`src/rtl/disp_pkg.sv`:
```
// Shared types and constants for the service dispatcher.
package disp_pkg;

    localparam int DT_SZ_DEF = 4;
    localparam int DC_W_DEF  = 8;

    // Value at which the drop counter stops counting (default width).
    localparam logic [DC_W_DEF-1:0] DROP_SAT = '1;

    // Customer record as it arrives on the input side.
    typedef struct packed {
        logic                 prio;
        logic [DT_SZ_DEF-1:0] svc_time;
        logic [DT_SZ_DEF-1:0] num;
    } cust_t;

    // A counter is IDLE when its remaining time is zero, SERVE otherwise.
    typedef enum logic {
        IDLE  = 1'b0,
        SERVE = 1'b1
    } ctr_state_e;

endpackage

```
`src/rtl/svc_fifo.sv`:
```
// Shift-register FIFO: head always sits in slot 0, so the flattened
// contents are directly observable and unused slots read back as zero.
module svc_fifo #(
    parameter int DEPTH = 3,
    parameter int PTR_W = 2,
    parameter int W     = 8
) (
    input  logic               clk,
    input  logic               rst_n,
    input  logic               push,
    input  logic               pop,
    input  logic [W-1:0]       din,
    output logic               full,
    output logic               empty,
    output logic [PTR_W:0]     count,
    output logic [W-1:0]       head,
    output logic [DEPTH*W-1:0] contents
);

    logic [W-1:0]   mem_reg   [DEPTH];
    logic [W-1:0]   mem_next  [DEPTH];
    logic [W-1:0]   shift_val [DEPTH];
    logic [PTR_W:0] count_reg;
    logic [PTR_W:0] count_next;
    logic [PTR_W:0] wr_idx;

    // A push lands behind the last entry that survives this cycle's pop.
    assign wr_idx = count_reg - (pop ? (PTR_W+1)'(1) : (PTR_W+1)'(0));

    genvar gi;
    generate
        for (gi = 0; gi < DEPTH; gi++) begin : g_slot
            if (gi < DEPTH - 1) begin : g_mid
                assign shift_val[gi] = mem_reg[gi+1];
            end else begin : g_last
                assign shift_val[gi] = '0;
            end

            // Slot update: shift toward the head on pop, then write on push.
            always_comb begin
                mem_next[gi] = pop ? shift_val[gi] : mem_reg[gi];
                if (push && (wr_idx == (PTR_W+1)'(gi))) begin
                    mem_next[gi] = din;
                end
            end

            assign contents[gi*W +: W] = mem_reg[gi];
        end
    endgenerate

    // Occupancy follows push minus pop.
    always_comb begin
        count_next = count_reg;
        if (push && !pop) count_next = count_reg + (PTR_W+1)'(1);
        if (pop && !push) count_next = count_reg - (PTR_W+1)'(1);
    end

    // Storage and occupancy registers.
    always_ff @(posedge clk or posedge rst_n) begin
        if (rst_n) begin
            count_reg <= '0;
            for (int i = 0; i < DEPTH; i++) mem_reg[i] <= '0;
        end else begin
            count_reg <= count_next;
            for (int i = 0; i < DEPTH; i++) mem_reg[i] <= mem_next[i];
        end
    end

    assign full  = (count_reg == (PTR_W+1)'(DEPTH));
    assign empty = (count_reg == '0);
    assign count = count_reg;
    assign head  = mem_reg[0];

endmodule

```
`src/rtl/service_dispatcher.sv`:
```
// Multi-counter service dispatcher: arrivals go to the lowest idle counter
// or into a bounded FIFO; counters count their service time down to zero.
// Optional feature macro: DISP_PRIO_EN adds a second FIFO for VIP arrivals
// that is always drained before the normal one.
module service_dispatcher
    import disp_pkg::*;
#(
    parameter int DT_SZ = DT_SZ_DEF,
    parameter int DEPTH = 3,
    parameter int PTR_W = 2,
    parameter int CNTER = 3,
    parameter int DC_W  = DC_W_DEF
) (
    input  logic                     clk,
    input  logic                     rst_n,
    input  logic                     in_valid,
    input  logic [DT_SZ-1:0]         in_num,
    input  logic [DT_SZ-1:0]         in_time,
    input  logic                     in_prio,
    output logic                     in_accept,
    output logic                     in_drop,
    output logic [CNTER*DT_SZ-1:0]   num_bus,
    output logic [CNTER*DT_SZ-1:0]   clk_bus,
    output logic [CNTER-1:0]         busy_bus,
    output logic [PTR_W:0]           q_count,
    output logic [DC_W-1:0]          drop_cnt,
    output logic [DEPTH*2*DT_SZ-1:0] qdbg
);

    localparam int EW  = 2 * DT_SZ;
    localparam int CIW = (CNTER > 1) ? $clog2(CNTER) : 1;

    logic [DT_SZ-1:0] rem_reg  [CNTER];
    logic [DT_SZ-1:0] rem_next [CNTER];
    logic [DT_SZ-1:0] num_reg  [CNTER];
    logic [DT_SZ-1:0] num_next [CNTER];
    ctr_state_e       st       [CNTER];

    logic             acc_reg, drop_reg;
    logic [DC_W-1:0]  drop_cnt_reg;

    logic             have1, have2;
    logic [CIW-1:0]   idx1, idx2;

    logic             n_push, n_pop, n_full, n_empty;
    logic [PTR_W:0]   n_count;
    logic [EW-1:0]    n_head;
    logic             v_push, v_pop, v_full, v_empty;
    logic [PTR_W:0]   v_count;
    logic [EW-1:0]    v_head;
    logic             arr_vip;

    logic             pop_any, empty_after, room, legal;
    logic             byp_have, do_byp, do_push, do_drop;
    logic [CIW-1:0]   byp_idx;
    logic [EW-1:0]    head_rec;

    genvar gi;
    generate
        for (gi = 0; gi < CNTER; gi++) begin : g_ctr
            assign st[gi]                       = (rem_reg[gi] == '0) ? IDLE : SERVE;
            assign num_bus[gi*DT_SZ +: DT_SZ]   = num_reg[gi];
            assign clk_bus[gi*DT_SZ +: DT_SZ]   = rem_reg[gi];
            assign busy_bus[gi]                 = (st[gi] == SERVE);
        end
    endgenerate

    // Priority encoder: lowest and second-lowest idle counters this cycle.
    always_comb begin
        have1 = 1'b0;
        have2 = 1'b0;
        idx1  = '0;
        idx2  = '0;
        for (int i = 0; i < CNTER; i++) begin
            if (st[i] == IDLE) begin
                if (!have1) begin
                    have1 = 1'b1;
                    idx1  = CIW'(i);
                end else if (!have2) begin
                    have2 = 1'b1;
                    idx2  = CIW'(i);
                end
            end
        end
    end

    svc_fifo #(.DEPTH(DEPTH), .PTR_W(PTR_W), .W(EW)) u_nfifo (
        .clk      (clk),
        .rst_n    (rst_n),
        .push     (n_push),
        .pop      (n_pop),
        .din      ({in_time, in_num}),
        .full     (n_full),
        .empty    (n_empty),
        .count    (n_count),
        .head     (n_head),
        .contents (qdbg)
    );

`ifdef DISP_PRIO_EN
    logic [DEPTH*EW-1:0] vip_contents_unused;

    svc_fifo #(.DEPTH(DEPTH), .PTR_W(PTR_W), .W(EW)) u_vfifo (
        .clk      (clk),
        .rst_n    (rst_n),
        .push     (v_push),
        .pop      (v_pop),
        .din      ({in_time, in_num}),
        .full     (v_full),
        .empty    (v_empty),
        .count    (v_count),
        .head     (v_head),
        .contents (vip_contents_unused)
    );

    assign arr_vip = in_prio;
`else
    // Without the VIP class the second queue is permanently empty.
    logic unused_prio_sigs;

    assign v_full           = 1'b0;
    assign v_empty          = 1'b1;
    assign v_count          = '0;
    assign v_head           = '0;
    assign arr_vip          = 1'b0;
    assign unused_prio_sigs = ^{in_prio, v_push};
`endif

    // Dispatch decision: pop to the first free counter, then bypass,
    // enqueue or drop the arrival.
    always_comb begin
        v_pop    = have1 && !v_empty;
        n_pop    = have1 && v_empty && !n_empty;
        pop_any  = v_pop || n_pop;
        head_rec = v_pop ? v_head : n_head;

        empty_after = (n_empty || (n_pop && n_count == (PTR_W+1)'(1))) &&
                      (v_empty || (v_pop && v_count == (PTR_W+1)'(1)));

        byp_have = pop_any ? have2 : have1;
        byp_idx  = pop_any ? idx2 : idx1;

        legal   = in_valid && (in_time != '0);
        do_byp  = legal && empty_after && byp_have;
        room    = arr_vip ? (!v_full || v_pop) : (!n_full || n_pop);
        do_push = legal && !do_byp && room;
        do_drop = in_valid && !do_byp && !do_push;

        n_push = do_push && !arr_vip;
        v_push = do_push && arr_vip;
    end

    // Counter next state: count down, clear the number on reaching zero,
    // and load the popped head or the bypassed arrival.
    always_comb begin
        for (int i = 0; i < CNTER; i++) begin
            rem_next[i] = (st[i] == SERVE) ? rem_reg[i] - DT_SZ'(1) : '0;
            num_next[i] = (rem_reg[i] > DT_SZ'(1)) ? num_reg[i] : '0;
            if (pop_any && idx1 == CIW'(i)) begin
                rem_next[i] = head_rec[EW-1:DT_SZ];
                num_next[i] = head_rec[DT_SZ-1:0];
            end
            if (do_byp && byp_idx == CIW'(i)) begin
                rem_next[i] = in_time;
                num_next[i] = in_num;
            end
        end
    end

    // Counter registers, arrival outcome pulses and saturating drop count.
    always_ff @(posedge clk or posedge rst_n) begin
        if (rst_n) begin
            for (int i = 0; i < CNTER; i++) begin
                rem_reg[i] <= '0;
                num_reg[i] <= '0;
            end
            acc_reg      <= 1'b0;
            drop_reg     <= 1'b0;
            drop_cnt_reg <= '0;
        end else begin
            for (int i = 0; i < CNTER; i++) begin
                rem_reg[i] <= rem_next[i];
                num_reg[i] <= num_next[i];
            end
            acc_reg  <= do_byp || do_push;
            drop_reg <= do_drop;
            if (do_drop && !(&drop_cnt_reg)) begin
                drop_cnt_reg <= drop_cnt_reg + DC_W'(1);
            end
        end
    end

    assign in_accept = acc_reg;
    assign in_drop   = drop_reg;
    assign drop_cnt  = drop_cnt_reg;
    assign q_count   = n_count + v_count;

endmodule

```
`config.mk`:
```
export PLATFORM = sky130hd
export DESIGN_NAME = service_dispatcher
export DESIGN_NICKNAME = d
export VERILOG_FILES = /design/src/rtl/disp_pkg.sv /design/src/rtl/svc_fifo.sv /design/src/rtl/service_dispatcher.sv
export SDC_FILE = /design/constraint.sdc
export NUM_CORES = 1
export LEC_CHECK = 0
export CAP_MARGIN = 30
export CORE_AREA = 2 2 90 83
export DETAILED_ROUTE_END_ITERATION = 8
export DIE_AREA = 0 0 92 85
export PLACE_DENSITY = 0.77
export SYNTH_ARGS = -nofsm -noshare
export SYNTH_HDL_FRONTEND = slang
export SYNTH_SLANG_ARGS = --single-unit
```
`constraint.sdc`:
```
create_clock -name clk -period 4.3 [get_ports clk]
set_clock_uncertainty 0.15 [all_clocks]
set_input_delay 0.86 -clock clk [delete_from_list [all_inputs] [get_ports clk]]
set_output_delay 0.86 -clock clk [all_outputs]
set_load 0.02 [all_outputs]
```
==> flow_metrics.env, run 1 <==
export IMPL_outcome="completed"
export IMPL_first_global_vias=2739
export IMPL_power_density_nw_per_um2=787
export IMPL_hold_viol=0
export IMPL_stdcell_count=487
export IMPL_track_usage_pct=22.7
export IMPL_layout_common_cells="clkdlybuf4s50_1 (74), dfrtp_1 (61), mux2i_1 (45)"
export IMPL_wl_met3_microns=572
export IMPL_timing_fmax_mhz=270
export IMPL_internal_power_w=0.00188
export IMPL_synth_seq_cells=61
export IMPL_synth_edf_count=0
export IMPL_hold_class="reg2reg"
export IMPL_critPathSlowestCell="or3_1"
export IMPL_maxUsedRoutingLayer="met4"
export IMPL_place_congestion=0.821
export IMPL_diodes=0
export IMPL_synth_fp_nets=335
export IMPL_antenna_found_initial=0
export IMPL_cts_tree="yes"
export IMPL_startpoint_type="flip-flop"
export IMPL_place_hpwl_microns=6090
export IMPL_final_common_cell="clkdlybuf4s50_1"
export IMPL_setup_viol=0
export IMPL_vdd_drop_max_uv=401
export IMPL_m1WireLength_microns=3860
export IMPL_post_drt_wl_per_cell_microns=17.1
export IMPL_fin_crit_sh_pct=86.0
export IMPL_clock_latency_ns=0.35
export IMPL_ys_warnings_count=0
export IMPL_design_core_area_sq_um=6890
export IMPL_critPathKind="reg2reg"
export IMPL_port_buffers=74
export IMPL_path_cells="or3_1 -> nor2_1 -> inv_1 -> ha_1 -> o41ai_4 -> nand2_2 -> inv_1 -> ha_1 -> ha_1 -> xnor2_1 -> nand2_1 -> or3_1 -> mux2i_1"
export IMPL_vias=2726
export IMPL_synth_cells=312
export IMPL_post_cts_buffers=0
export IMPL_rows=29
export IMPL_syn_to_final_growth_pct=30.7
export IMPL_crit_top_cell="ha_1"
export IMPL_timing_slew_headroom_pct=49.3
export IMPL_nNetsFinal=412
export IMPL_cts_sinks=61
export IMPL_setup_slack_ns=0.600
export IMPL_drive_above_1_share_pct=10.2
export IMPL_fin_crit_ns=3.70
export IMPL_end_kind="flip-flop"
export IMPL_cts_max_level=3
export IMPL_first_pass_iters=4
export IMPL_cap_viol_max_count=0
export IMPL_clk_path_buf_depth=2
export IMPL_die_y_microns=85
export IMPL_dr_wl_met2_microns=3790
export IMPL_antenna_left=0
export IMPL_cp_top_family="simple AND/OR/NAND/NOR gates"
export IMPL_ctsResizeCount=0
export IMPL_cts_root_buf="clkbuf_8"
export IMPL_grt_max_degree=39
export IMPL_critical_path_peak_fanout=10
export IMPL_tightest_slew_ns=0.750
export IMPL_die_w_microns=92
export IMPL_yosysSeqAreaShare_pct=45.8
export IMPL_post_place_ws_ns=0.610
export IMPL_start_util_pct=48.3
export IMPL_clk_pin_slew_ns=0.07
export IMPL_grt_overflow=0
export IMPL_viasPerCell=5.60
export IMPL_power_w=0.00343
export IMPL_timing_setup_tns_ns=0
export IMPL_die_area_sq_um=7820
export IMPL_ys_flop_type="dfrtp_1"
export IMPL_arrival_ns=3.76
export IMPL_required_ns=4.36
export IMPL_yosysUniqueCellTypes=47
export IMPL_cts_hold_buffers=0
export IMPL_swShare_pct=45.2
export IMPL_ios=76
export IMPL_leakage_nw=1.93
export IMPL_routed_wl_microns=8320
export IMPL_grt_first_pass_wirelength_microns=13800
export IMPL_syn_area_per_cell_sq_um=10.7
export IMPL_largest_register_ffs=16
export IMPL_comb_power_share_pct=58.5
export IMPL_net_switching_power_w=0.00155
export IMPL_drv_slew=0
export IMPL_post_synth_instance_area_sq_um=3330
export IMPL_rsz0062_at_grt="no"
export IMPL_async_flop_share_pct=100
export IMPL_finish_utilization_pct=63.2
export IMPL_cts_made_buffers=9
export IMPL_crit_buf_inv=2
export IMPL_drc_errors=0
export IMPL_slowest_delay_ns=0.59
export IMPL_p_seq_share_pct=28.3
export IMPL_p_clk_share_pct=13.2
export IMPL_place_inst=471
export IMPL_drt_iter0_markers=183
metrics by stage:
stage / cell area [sq um] / hold slack (ns)
finish: 4350 / 0.357
global route: 4350 / 0.402
CTS: 4350 / 0.365
detailed placement: 4180 / 0.356
global placement: 4180 / 0.346
floorplan: 3330 / 0.454
layout make-up:
type                       count  area, sq um
clock buffer                   9          124
timing repair buffer          79          778
tap                           93          116
clock inverter                 7         51.3
multi-input combinational    216         1680
inverter                      22         82.6
sequential                    61         1530
fill                         573         2540
routing by layer:
metal	global-route usage [%]	vias to the layer above
met1	31.4	1327
li1	-	1293
met4	5.43	0
met5	0	-
met2	35.6	97
met3	6.48	9
path summary, 6_finish.rpt:
| kind | startpoint | endpoint | cells after the start | slack [ns] |
|---|---|---|---|---|
| max | clk_bus[1]$_DFF_PP0_ | u_nfifo.head[3]$_DFFE_PP0P_ | 13 | 0.60 |
| min | drop_cnt[2]$_DFFE_PP0P_ | drop_cnt[2]$_DFFE_PP0P_ | 1 | 0.36 |
| max reg2reg | clk_bus[1]$_DFF_PP0_ | u_nfifo.head[3]$_DFFE_PP0P_ | 13 | 0.60 |
| min reg2reg | drop_cnt[2]$_DFFE_PP0P_ | drop_cnt[2]$_DFFE_PP0P_ | 1 | 0.36 |
| max in group asynchronous | rst_n | clk_bus[3]$_DFF_PP0_ | 3 | 2.33 |
| min in group asynchronous | rst_n | u_nfifo.contents[9]$_DFFE_PP0P_ | 2 | 0.81 |
Yosys cell counts, types with 3 or more instances:
| master | count | share of area [%] |
|---|---|---|
| a21o_1 | 3 | 0.68 |
| o21ai_0 | 17 | 2.6 |
| nand3_1 | 5 | 0.75 |
| mux2i_1 | 45 | 14 |
| nor2b_1 | 4 | 0.75 |
| ha_1 | 11 | 4.1 |
| nand2_1 | 15 | 1.7 |
| nor2_1 | 12 | 1.4 |
| a221o_1 | 4 | 1.2 |
| nand3b_1 | 5 | 1.1 |
| inv_1 | 22 | 2.5 |
| a211oi_1 | 5 | 1.1 |
| or3_1 | 5 | 0.94 |
| nor4_1 | 4 | 0.75 |
| and3_1 | 5 | 0.94 |
| xnor2_1 | 6 | 1.6 |
| clkbuf_1 | 8 | 0.90 |
| dfrtp_1 | 61 | 46 |
| a21oi_1 | 18 | 2.7 |
| a31oi_1 | 4 | 0.75 |
| a22oi_1 | 5 | 1.1 |
| nor3_1 | 8 | 1.2 |
| mux2_2 | 9 | 3.0 |
kinds of logic (layout without fill, tap and decap cells):
family	count (synthesis)	count (layout)	share of synthesized area (%)
flip-flops	61	61	45.8
multiplexers	55	55	17.0
buffers and inverters	35	117	4.28
XOR/XNOR	7	7	1.84
adder cells (fa/ha/maj)	11	11	4.13
AO/OA/AOI/OAI	67	67	13.7
AND/OR/NAND/NOR	76	76	13.2
power by group through the flow:
stage               sequential (W)  clock [W]  combinational (W)
floorplan                  0.00113          0            0.00114
global route               0.00100   0.000488            0.00218
detailed placement        0.000978          0            0.00200
global placement          0.000970          0            0.00196
finish                    0.000970   0.000453            0.00200
CTS                       0.000969   0.000462            0.00201
No activity file was read; power rests on OpenSTA's default activity.
==> inputs of run 2 (changes only) <==
--- a/config.mk
+++ b/config.mk
@@ -10,6 +10,7 @@
 export DETAILED_ROUTE_END_ITERATION = 8
 export DIE_AREA = 0 0 92 85
 export PLACE_DENSITY = 0.77
+export SETUP_SLACK_MARGIN = 0.2
 export SYNTH_ARGS = -nofsm -noshare
 export SYNTH_HDL_FRONTEND = slang
 export SYNTH_SLANG_ARGS = --single-unit
==> run 2 against run 1 <==
Combinational power about the same. Design area increased by 0.40%. Cell count unchanged. Sequential power about the same. Sequential cell count unchanged. Clock-buffer cell count increased by 3. Largest cell class unchanged.
==> flow_metrics.env, run 2 (same netlist as run 1, synthesis figures left out) <==
export IMPL_cts_hold_buffers=0
export IMPL_cts_made_buffers=9
export IMPL_layout_common_cells="clkdlybuf4s50_1 (74), dfrtp_1 (61), mux2i_1 (45)"
export IMPL_post_cts_buffers=0
export IMPL_outcome="completed"
export IMPL_antenna_left=0
export IMPL_cp_top_family="simple AND/OR/NAND/NOR gates"
export IMPL_crit_top_cell="ha_1"
export IMPL_rows=29
export IMPL_power_density_nw_per_um2=795
export IMPL_viasPerCell=5.58
export IMPL_die_y_microns=85
export IMPL_first_pass_iters=4
export IMPL_hold_viol=0
export IMPL_drive_above_1_share_pct=9.64
export IMPL_vias=2716
export IMPL_rsz0062_at_grt="no"
export IMPL_comb_power_share_pct=57.5
export IMPL_fin_crit_ns=3.70
export IMPL_regToRegSetupSlack_ns=0.60
export IMPL_grt_met3_usage_pct=7.02
export IMPL_start_util_pct=48.3
export IMPL_hold_class="reg2reg"
export IMPL_cts_max_level=3
export IMPL_grt_busiest_layer="met2"
export IMPL_grt_max_degree=33
export IMPL_syn_to_final_growth_pct=31.2
export IMPL_place_congestion=0.829
export IMPL_r2r_cells=13
export IMPL_track_usage_pct=22.5
export IMPL_critPathKind="reg2reg"
export IMPL_leakage_nw=1.94
export IMPL_slowest_delay_ns=0.59
export IMPL_first_global_vias=2685
export IMPL_cts_root_buf="clkbuf_8"
export IMPL_grt_use_met2_pct=34.2
export IMPL_net_switching_power_w=0.00153
export IMPL_p_seq_share_pct=27.9
export IMPL_port_buffers=74
export IMPL_clk_path_buf_depth=2
export IMPL_largest_register_ffs=16
export IMPL_antenna_found_initial=0
export IMPL_swShare_pct=44.0
export IMPL_required_ns=4.36
export IMPL_worstReg2RegStart="clk_bus[1]$_DFF_PP0_"
export IMPL_nNetsFinal=412
export IMPL_post_drt_wl_per_cell_microns=17.3
export IMPL_cts_tree="yes"
export IMPL_critPathSlowestCell="or3_1"
export IMPL_grt_overflow=0
export IMPL_path_cells="or3_1 -> nor2_1 -> inv_1 -> ha_1 -> o41ai_4 -> nand2_2 -> inv_1 -> ha_1 -> ha_1 -> xnor2_1 -> nand2_1 -> or3_1 -> mux2i_1"
export IMPL_met1_usage_pct=30.7
export IMPL_timing_fmax_mhz=270
export IMPL_drv_slew=0
export IMPL_cap_viol_max_count=0
export IMPL_drc_errors=0
export IMPL_p_clk_share_pct=14.6
export IMPL_place_hpwl_microns=6140
export IMPL_arrival_ns=3.76
export IMPL_drt_iter0_markers=187
export IMPL_design_core_area_sq_um=6890
export IMPL_clk_pin_slew_ns=0.07
export IMPL_timing_setup_tns_ns=0
export IMPL_grt_first_pass_wirelength_microns=13600
export IMPL_finish_utilization_pct=63.4
export IMPL_die_area_sq_um=7820
export IMPL_timing_slew_headroom_pct=48.3
export IMPL_critical_path_peak_fanout=10
export IMPL_diodes=0
export IMPL_crit_buf_inv=2
export IMPL_hold_path_depth=1
export IMPL_post_place_ws_ns=0.615
export IMPL_tightest_slew_ns=0.766
export IMPL_vdd_drop_max_uv=365
export IMPL_ctsResizeCount=0
export IMPL_die_w_microns=92
export IMPL_cts_sinks=61
export IMPL_min_from="drop_cnt[2]$_DFFE_PP0P_"
export IMPL_end_kind="flip-flop"
export IMPL_fin_crit_sh_pct=86.0
export IMPL_startpoint_type="flip-flop"
export IMPL_ios=76
export IMPL_critPathLaunch="clk_bus[1]$_DFF_PP0_"
export IMPL_internal_power_w=0.00195
export IMPL_hold_end="drop_cnt[2]$_DFFE_PP0P_"
export IMPL_routed_wl_microns=8410
export IMPL_setup_viol=0
export IMPL_rr_endpoint="u_nfifo.head[1]$_DFFE_PP0P_"
export IMPL_clock_latency_ns=0.35
export IMPL_final_common_cell="clkdlybuf4s50_1"
export IMPL_setup_slack_ns=0.603
==> run 2: layout make-up <==
type | instances | area (sq um)
clock buffers | 12 | 145
clock inverters | 4 | 47.5
fillers | 601 | 2520
inverters | 22 | 82.6
multi-input cells | 216 | 1680
flip-flops and latches | 61 | 1530
well taps | 93 | 116
repair buffers | 79 | 778
==> run 2: worst max path at each step <==
stage / to / slack, ns / cells after the start
final: u_nfifo.head[1]$_DFFE_PP0P_ / 0.60 / 13
after global routing: u_nfifo.head[7]$_DFFE_PP0P_ / 0.33 / 12
after CTS: u_nfifo.head[7]$_DFFE_PP0P_ / 0.60 / 13
after detailed placement: u_nfifo.head[2]$_DFFE_PP0P_ / 0.62 / 13
after global placement: u_nfifo.head[0]$_DFFE_PP0P_ / 0.68 / 13
after floorplan: u_nfifo.contents[10]$_DFFE_PP0P_ / 0.39 / 17
==> run 2: metal layers <==
metal / up-vias / wire length (microns)
met5: - / 0
met4: 0 / 120
met3: 11 / 522
met2: 91 / 3900
met1: 1315 / 3880
li1: 1299 / -
==> run 2: metrics by stage <==
stage / cells / instance area [sq um] / total power [W] / hold WS [ns]
after floorplan: 312 / 3330 / 0.00227 / 0.454
after global placement: 471 / 4180 / 0.00292 / 0.348
after detailed placement: 471 / 4180 / 0.00298 / 0.354
after CTS: 487 / 4370 / 0.00349 / 0.363
after global routing: 487 / 4370 / 0.00370 / 0.390
final: 487 / 4370 / 0.00348 / 0.358
==> run 2: power groups by stage <==
stage	combinational (W)	sequential, W	clock [W]
CTS	0.00201	0.000970	0.000514
finish	0.00200	0.000971	0.000507
global placement	0.00195	0.000968	0
global route	0.00216	0.000998	0.000542
floorplan	0.00114	0.00113	0
detailed placement	0.00200	0.000977	0
==> inputs of run 3 (changes only) <==
--- a/config.mk
+++ b/config.mk
@@ -5,6 +5,7 @@
 export SDC_FILE = /design/constraint.sdc
 export NUM_CORES = 1
 export LEC_CHECK = 0
+export ABC_AREA = 0
 export CAP_MARGIN = 30
 export CORE_AREA = 2 2 90 83
 export DETAILED_ROUTE_END_ITERATION = 8
==> results of run 3 <==
Final layout, timing and power as in run 2 (identical DEF).
